### src/rtl/imem_loader_pkg.sv
// Shared definitions for the boot loader and the instruction-memory write port.
// IMEM_DATA_W is also used by the CPU top for the read side.
package imem_loader_pkg;

  localparam int IMEM_DATA_W = 16;
  localparam logic [7:0] SYNC_BYTE_DEFAULT = 8'hA5;

  typedef enum logic [2:0] {
    ST_IDLE,
    ST_LEN_HI,
    ST_LEN_LO,
    ST_DATA_HI,
    ST_DATA_LO,
    ST_CHK,
    ST_DONE,
    ST_ERR
  } loader_state_e;

endpackage

### src/rtl/imem_loader.sv
// Byte-stream boot loader: SYNC, 16-bit length, big-endian words, XOR checksum.
// Writes words into instruction memory and holds the CPU in reset until verified.
//
// state      | meaning
// -----------+---------------------------------------------------------------
// ST_IDLE    | waiting for SYNC, other bytes dropped
// ST_LEN_HI  | next byte is the length high byte
// ST_LEN_LO  | next byte is the length low byte, length range check
// ST_DATA_HI | next byte is a word high byte
// ST_DATA_LO | next byte is a word low byte, write issued the following cycle
// ST_CHK     | next byte is the checksum
// ST_DONE    | image verified, CPU released, SYNC restarts a load
// ST_ERR     | frame rejected, CPU held, SYNC restarts a load
module imem_loader
  import imem_loader_pkg::*;
#(
  parameter int         ADDR_W    = 8,
  parameter logic [7:0] SYNC_BYTE = SYNC_BYTE_DEFAULT
) (
  input  logic                   i_Clk,
  input  logic                   i_Rst,
  input  logic [7:0]             i_RxData,
  input  logic                   i_RxValid,
  output logic                   o_RxReady,
  output logic                   o_WrEn,
  output logic [ADDR_W-1:0]      o_WrAddr,
  output logic [IMEM_DATA_W-1:0] o_WrData,
  output logic                   o_CpuRst,
  output logic                   o_Done,
  output logic                   o_Err
);

  // Largest legal length; compared in 17 bits so 2^ADDR_W itself is representable.
  localparam logic [16:0]     LEN_MAX = 17'(1) << ADDR_W;
  localparam logic [ADDR_W:0] CNT_ONE = (ADDR_W+1)'(1);

  loader_state_e state_q, state_d;
  logic [ADDR_W:0]          cnt_q, cnt_d;
  logic [15:0]              len_q, len_d;
  logic [7:0]               hi_q, hi_d;
  logic [7:0]               chk_q, chk_d;
  logic                     rx_ready_q, rx_ready_d;
  logic                     wr_en_q, wr_en_d;
  logic [ADDR_W-1:0]        wr_addr_q, wr_addr_d;
  logic [IMEM_DATA_W-1:0]   wr_data_q, wr_data_d;
  logic                     cpu_rst_q, cpu_rst_d;
  logic                     done_q, done_d;
  logic                     err_q, err_d;

  logic              accept;
  logic [7:0]        chk_upd;
  logic [15:0]       len_new;
  logic [ADDR_W:0]   cnt_inc;

  assign accept  = i_RxValid && rx_ready_q;
  assign chk_upd = chk_q ^ i_RxData;
  assign len_new = {len_q[15:8], i_RxData};
  assign cnt_inc = cnt_q + CNT_ONE;

  always_ff @(posedge i_Clk) begin
    if (i_Rst) begin
      state_q    <= ST_IDLE;
      cnt_q      <= '0;
      len_q      <= '0;
      hi_q       <= '0;
      chk_q      <= '0;
      rx_ready_q <= 1'b0;
      wr_en_q    <= 1'b0;
      wr_addr_q  <= '0;
      wr_data_q  <= '0;
      cpu_rst_q  <= 1'b1;
      done_q     <= 1'b0;
      err_q      <= 1'b0;
    end else begin
      state_q    <= state_d;
      cnt_q      <= cnt_d;
      len_q      <= len_d;
      hi_q       <= hi_d;
      chk_q      <= chk_d;
      rx_ready_q <= rx_ready_d;
      wr_en_q    <= wr_en_d;
      wr_addr_q  <= wr_addr_d;
      wr_data_q  <= wr_data_d;
      cpu_rst_q  <= cpu_rst_d;
      done_q     <= done_d;
      err_q      <= err_d;
    end
  end

  always_comb begin
    state_d    = state_q;
    cnt_d      = cnt_q;
    len_d      = len_q;
    hi_d       = hi_q;
    chk_d      = chk_q;
    rx_ready_d = 1'b1;
    wr_en_d    = 1'b0;
    wr_addr_d  = wr_addr_q;
    wr_data_d  = wr_data_q;
    cpu_rst_d  = cpu_rst_q;
    done_d     = done_q;
    err_d      = err_q;

    if (accept) begin
      unique case (state_q)
        ST_IDLE, ST_DONE, ST_ERR: begin
          if (i_RxData == SYNC_BYTE) begin
            state_d   = ST_LEN_HI;
            cnt_d     = '0;
            chk_d     = '0;
            cpu_rst_d = 1'b1;
            done_d    = 1'b0;
            err_d     = 1'b0;
          end
        end
        ST_LEN_HI: begin
          len_d[15:8] = i_RxData;
          chk_d       = chk_upd;
          state_d     = ST_LEN_LO;
        end
        ST_LEN_LO: begin
          len_d = len_new;
          chk_d = chk_upd;
          if (len_new == 16'd0) begin
            state_d = ST_CHK;
          end else if ({1'b0, len_new} > LEN_MAX) begin
            state_d = ST_ERR;
            err_d   = 1'b1;
          end else begin
            state_d = ST_DATA_HI;
          end
        end
        ST_DATA_HI: begin
          hi_d    = i_RxData;
          chk_d   = chk_upd;
          state_d = ST_DATA_LO;
        end
        ST_DATA_LO: begin
          chk_d     = chk_upd;
          wr_en_d   = 1'b1;
          wr_addr_d = cnt_q[ADDR_W-1:0];
          wr_data_d = {hi_q, i_RxData};
          cnt_d     = cnt_inc;
          state_d   = (16'(cnt_inc) == len_q) ? ST_CHK : ST_DATA_HI;
        end
        ST_CHK: begin
          chk_d = chk_upd;
          if (i_RxData == chk_q) begin
            state_d   = ST_DONE;
            done_d    = 1'b1;
            cpu_rst_d = 1'b0;
          end else begin
            state_d = ST_ERR;
            err_d   = 1'b1;
          end
        end
        default: state_d = ST_IDLE;
      endcase
    end
  end

  assign o_RxReady = rx_ready_q;
  assign o_WrEn    = wr_en_q;
  assign o_WrAddr  = wr_addr_q;
  assign o_WrData  = wr_data_q;
  assign o_CpuRst  = cpu_rst_q;
  assign o_Done    = done_q;
  assign o_Err     = err_q;

endmodule
### config.mk
export PLATFORM = sky130hd
export DESIGN_NAME = imem_loader
export DESIGN_NICKNAME = d
export VERILOG_FILES = /design/src/rtl/imem_loader_pkg.sv /design/src/rtl/imem_loader.sv
export SDC_FILE = /design/constraint.sdc
export NUM_CORES = 1
export LEC_CHECK = 0
export ABC_AREA = 1
export BUFFER_PORTS_ARGS = -buffer_cell sky130_fd_sc_hd__buf_2
export CAP_MARGIN = 25
export CORE_MARGIN = 5
export CORE_UTILIZATION = 50
export DETAILED_ROUTE_END_ITERATION = 16
export MAX_ROUTING_LAYER = met4
export PLACE_DENSITY = 0.81
export RECOVER_POWER = 25
export SYNTH_ARGS = -nofsm -noshare
export SYNTH_HDL_FRONTEND = slang
export SYNTH_SLANG_ARGS = --single-unit
### constraint.sdc
create_clock -name i_Clk -period 2.75 [get_ports i_Clk]
set_input_delay 0.1375 -clock i_Clk [delete_from_list [all_inputs] [get_ports i_Clk]]
set_output_delay 0.1375 -clock i_Clk [all_outputs]
set_load 0.01 [all_outputs]
==> flow_summary.json <==
{
  "run_status": "finished, final reports clean",
  "wl_per_cell_um": 13.3,
  "grt_start_max_net_pins": 40,
  "syn_to_final_growth_pct": 12.6,
  "p_total_uw": 1910,
  "drive_gt1_frac": 0.124,
  "clk_latency_ns": 0.35,
  "dp_slack_ns": 0.926,
  "finalWirelength_mm": 7.49,
  "synthTopCellsByCount": "nand2_1 (76), dfxtp_1 (73), nor2_1 (70), o21ai_0 (51), a21oi_1 (44)",
  "num_vias": 2909,
  "fin_crit_ns": 1.88,
  "postCtsSetupBuffers": 0,
  "grt.total_usage": 0.196,
  "ant_nets": 0,
  "start_kind": "flip-flop",
  "top_layer": "met4",
  "synthArstFlopShare": 0,
  "synth_most_common_cell": "nand2_1",
  "final_nets": 492,
  "slew_headroom": 0.299,
  "vias_per_cell": 5.18,
  "dieWidth_um": 90.1,
  "yosys_warnings": 0,
  "synthDominantCellAreaShare": 0.456,
  "ios": 40,
  "antenna_cells": 0,
  "tightest_slew_ns": 1.05,
  "max-vdd-ir-drop_v": 0.000310,
  "yosys_register_bits": 73,
  "htree_levels": 3,
  "grt_first_pass_wirelength_mm": 12.9,
  "drv_cap": 0,
  "critical_path_required_ns": 3.00,
  "clk_pin_slew_ns": 0.08,
  "numCtsBuffers": 9,
  "post-route-period-util": 0.685,
  "antenna_found_initial": 0,
  "cts_resized": 0,
  "hold_class": "in -> reg",
  "skew_ns": 0.0116,
  "wl_met1_mm": 3.44,
  "hpwl_mm": 5.13,
  "die_area_sq_um": 8120,
  "syn_inst": 442,
  "p_per_area_nw_per_um2": 528,
  "clockRootBuffer": "clkbuf_8",
  "fp.coreArea_sq_um": 6280,
  "cts.sinks": 73,
  "drtIter0Drc": 181,
  "cts_hold_buf": 0,
  "grt_pass1_vias": 2801,
  "report.final.slew_viol_count": 0,
  "core.rowCount": 29,
  "finalHoldViolations": 0,
  "worstSetupEndpointType": "flip-flop",
  "drc": 0,
  "path_class": "reg -> reg",
  "synth_area_leaders": "dfxtp_1 (46%), nand2_1 (8.9%), nor2_1 (8.2%), o21ai_0 (8.0%), a21oi_1 (6.9%)",
  "postSynthAreaPerCell_sq_um": 7.26,
  "yosysSeqAreaShare": 0.456,
  "port_buffers": 39,
  "routed-wl-met2_mm": 3.63,
  "clockBufferDepth": 2,
  "finalSetupViolations": 0,
  "rsz0062_at_grt": "false",
  "syn_nets": 454,
  "fillCellCount": 594,
  "wl_met3_um": 327,
  "setup_slack_ns": 0.867,
  "grt_overflow": 0,
  "yosysUniqueCellTypes": 33,
  "cts_tree": "built",
  "start_util": 0.511,
  "gp_congestion": 0.985,
  "synth-edff-count": 0,
  "die_h_um": 90.1,
  "power_leakage_uw": 0.00149,
  "path_max_fanout": 13,
  "max_freq_mhz": 531,
  "cp.arrival_ns": 2.13,
  "synth_flop_cell": "dfxtp_1",
  "synth_area_sq_um": 3210,
  "synth_top_cell_by_area": "dfxtp_1",
  "finalSetupTns_ns": 0,
  "drtPass1Iterations": 5
}
==> cell type report <==
class,instances,area (sq um),area share
Multi-Input combinational cell,312,1520,0.421
Tap cell,77,96.3,0.0267
Clock buffer,11,151,0.0419
Inverter,42,158,0.0437
Sequential cell,73,1460,0.405
Timing Repair Buffer,42,186,0.0516
Clock inverter,5,37.5,0.0104
==> stage by stage <==
step / cell area [sq um] / hold slack (ns) / utilization / instances
final: 3610 / 0.106 / 0.575 / 562
after global routing: 3610 / 0.109 / 0.575 / 562
after CTS: 3640 / 0.0952 / 0.580 / 562
after detailed placement: 3450 / 0.444 / 0.550 / 546
after global placement: 3450 / 0.437 / 0.550 / 546
after floorplan: 3210 / 0.272 / - / 442
==> report_power, final <==
part,internal (uW),switching (uW)
Combinational,13.8,40.8
Clock,380,416
Sequential,1060,0.456
Total,1450,457
==> worst paths after layout <==
path | start | endpoint | slack [ns] | depth (start not counted)
setup / recovery | state_q[1] | hi_q[4] | 0.87 | 9
hold / removal | i_RxData[0] | o_WrData[0] | 0.11 | 3
setup reg to reg | state_q[1] | hi_q[4] | 0.87 | 9
hold reg to reg | o_Err | o_Err | 0.45 | 2
==> critical path, cell delays in order (launching register included) <==
cell	delay (ns)
dfxtp_1	0.39
inv_1	0.08
nor2_1	0.14
inv_2	0.07
nor2_1	0.10
inv_1	0.09
nor2_1	0.53
inv_1	0.19
nor2_1	0.13
nor2_1	0.06
==> kinds of logic after synthesis <==
kind of cell | Yosys count | synth area share
and+or+nand+nor | 200 | 0.278
AOI/OAI and AO/OA | 101 | 0.165
DFF | 73 | 0.456
buffers and inverters | 57 | 0.0706
xor gates and xnor gates | 10 | 0.0273
adders and majority gates | 1 | 0.00390
==> sequential cells by signal, summed over array words and instances, names as in the netlist <==
signal     count
len_q         16
o_WrData      16
cnt_q          9
chk_q          8
hi_q           8
o_WrAddr       8
state_q        3
o_CpuRst       1
o_Done         1
o_Err          1
o_RxReady      1
o_WrEn         1
==> metal layers <==
metal | vias to the layer above | global-route usage
li1 | 1507 | -
met1 | 1319 | 0.239
met2 | 69 | 0.316
met3 | 14 | 0.0526
met4 | 0 | 0.0608
met5 | - | -
==> cell usage in the layout, fill, tap and decap left out, types with 2 or more instances in the layout <==
cell type and count:
xor2_1 6, nor3_1 2, dfxtp_1 73, clkbuf_1 25, o21ai_0 51, nand3_1 22, buf_4 3, nor2_2 6
inv_2 7, nand2_2 5, clkbuf_8 11, inv_1 35, xnor2_1 4, nor2_1 70, a21oi_1 44, nand4_1 4
nand2_1 76, or2_0 4, or2_1 2, clkinvlp_4 2, nor2_4 3, buf_2 14
No activity file was read; power rests on OpenSTA's default activity.
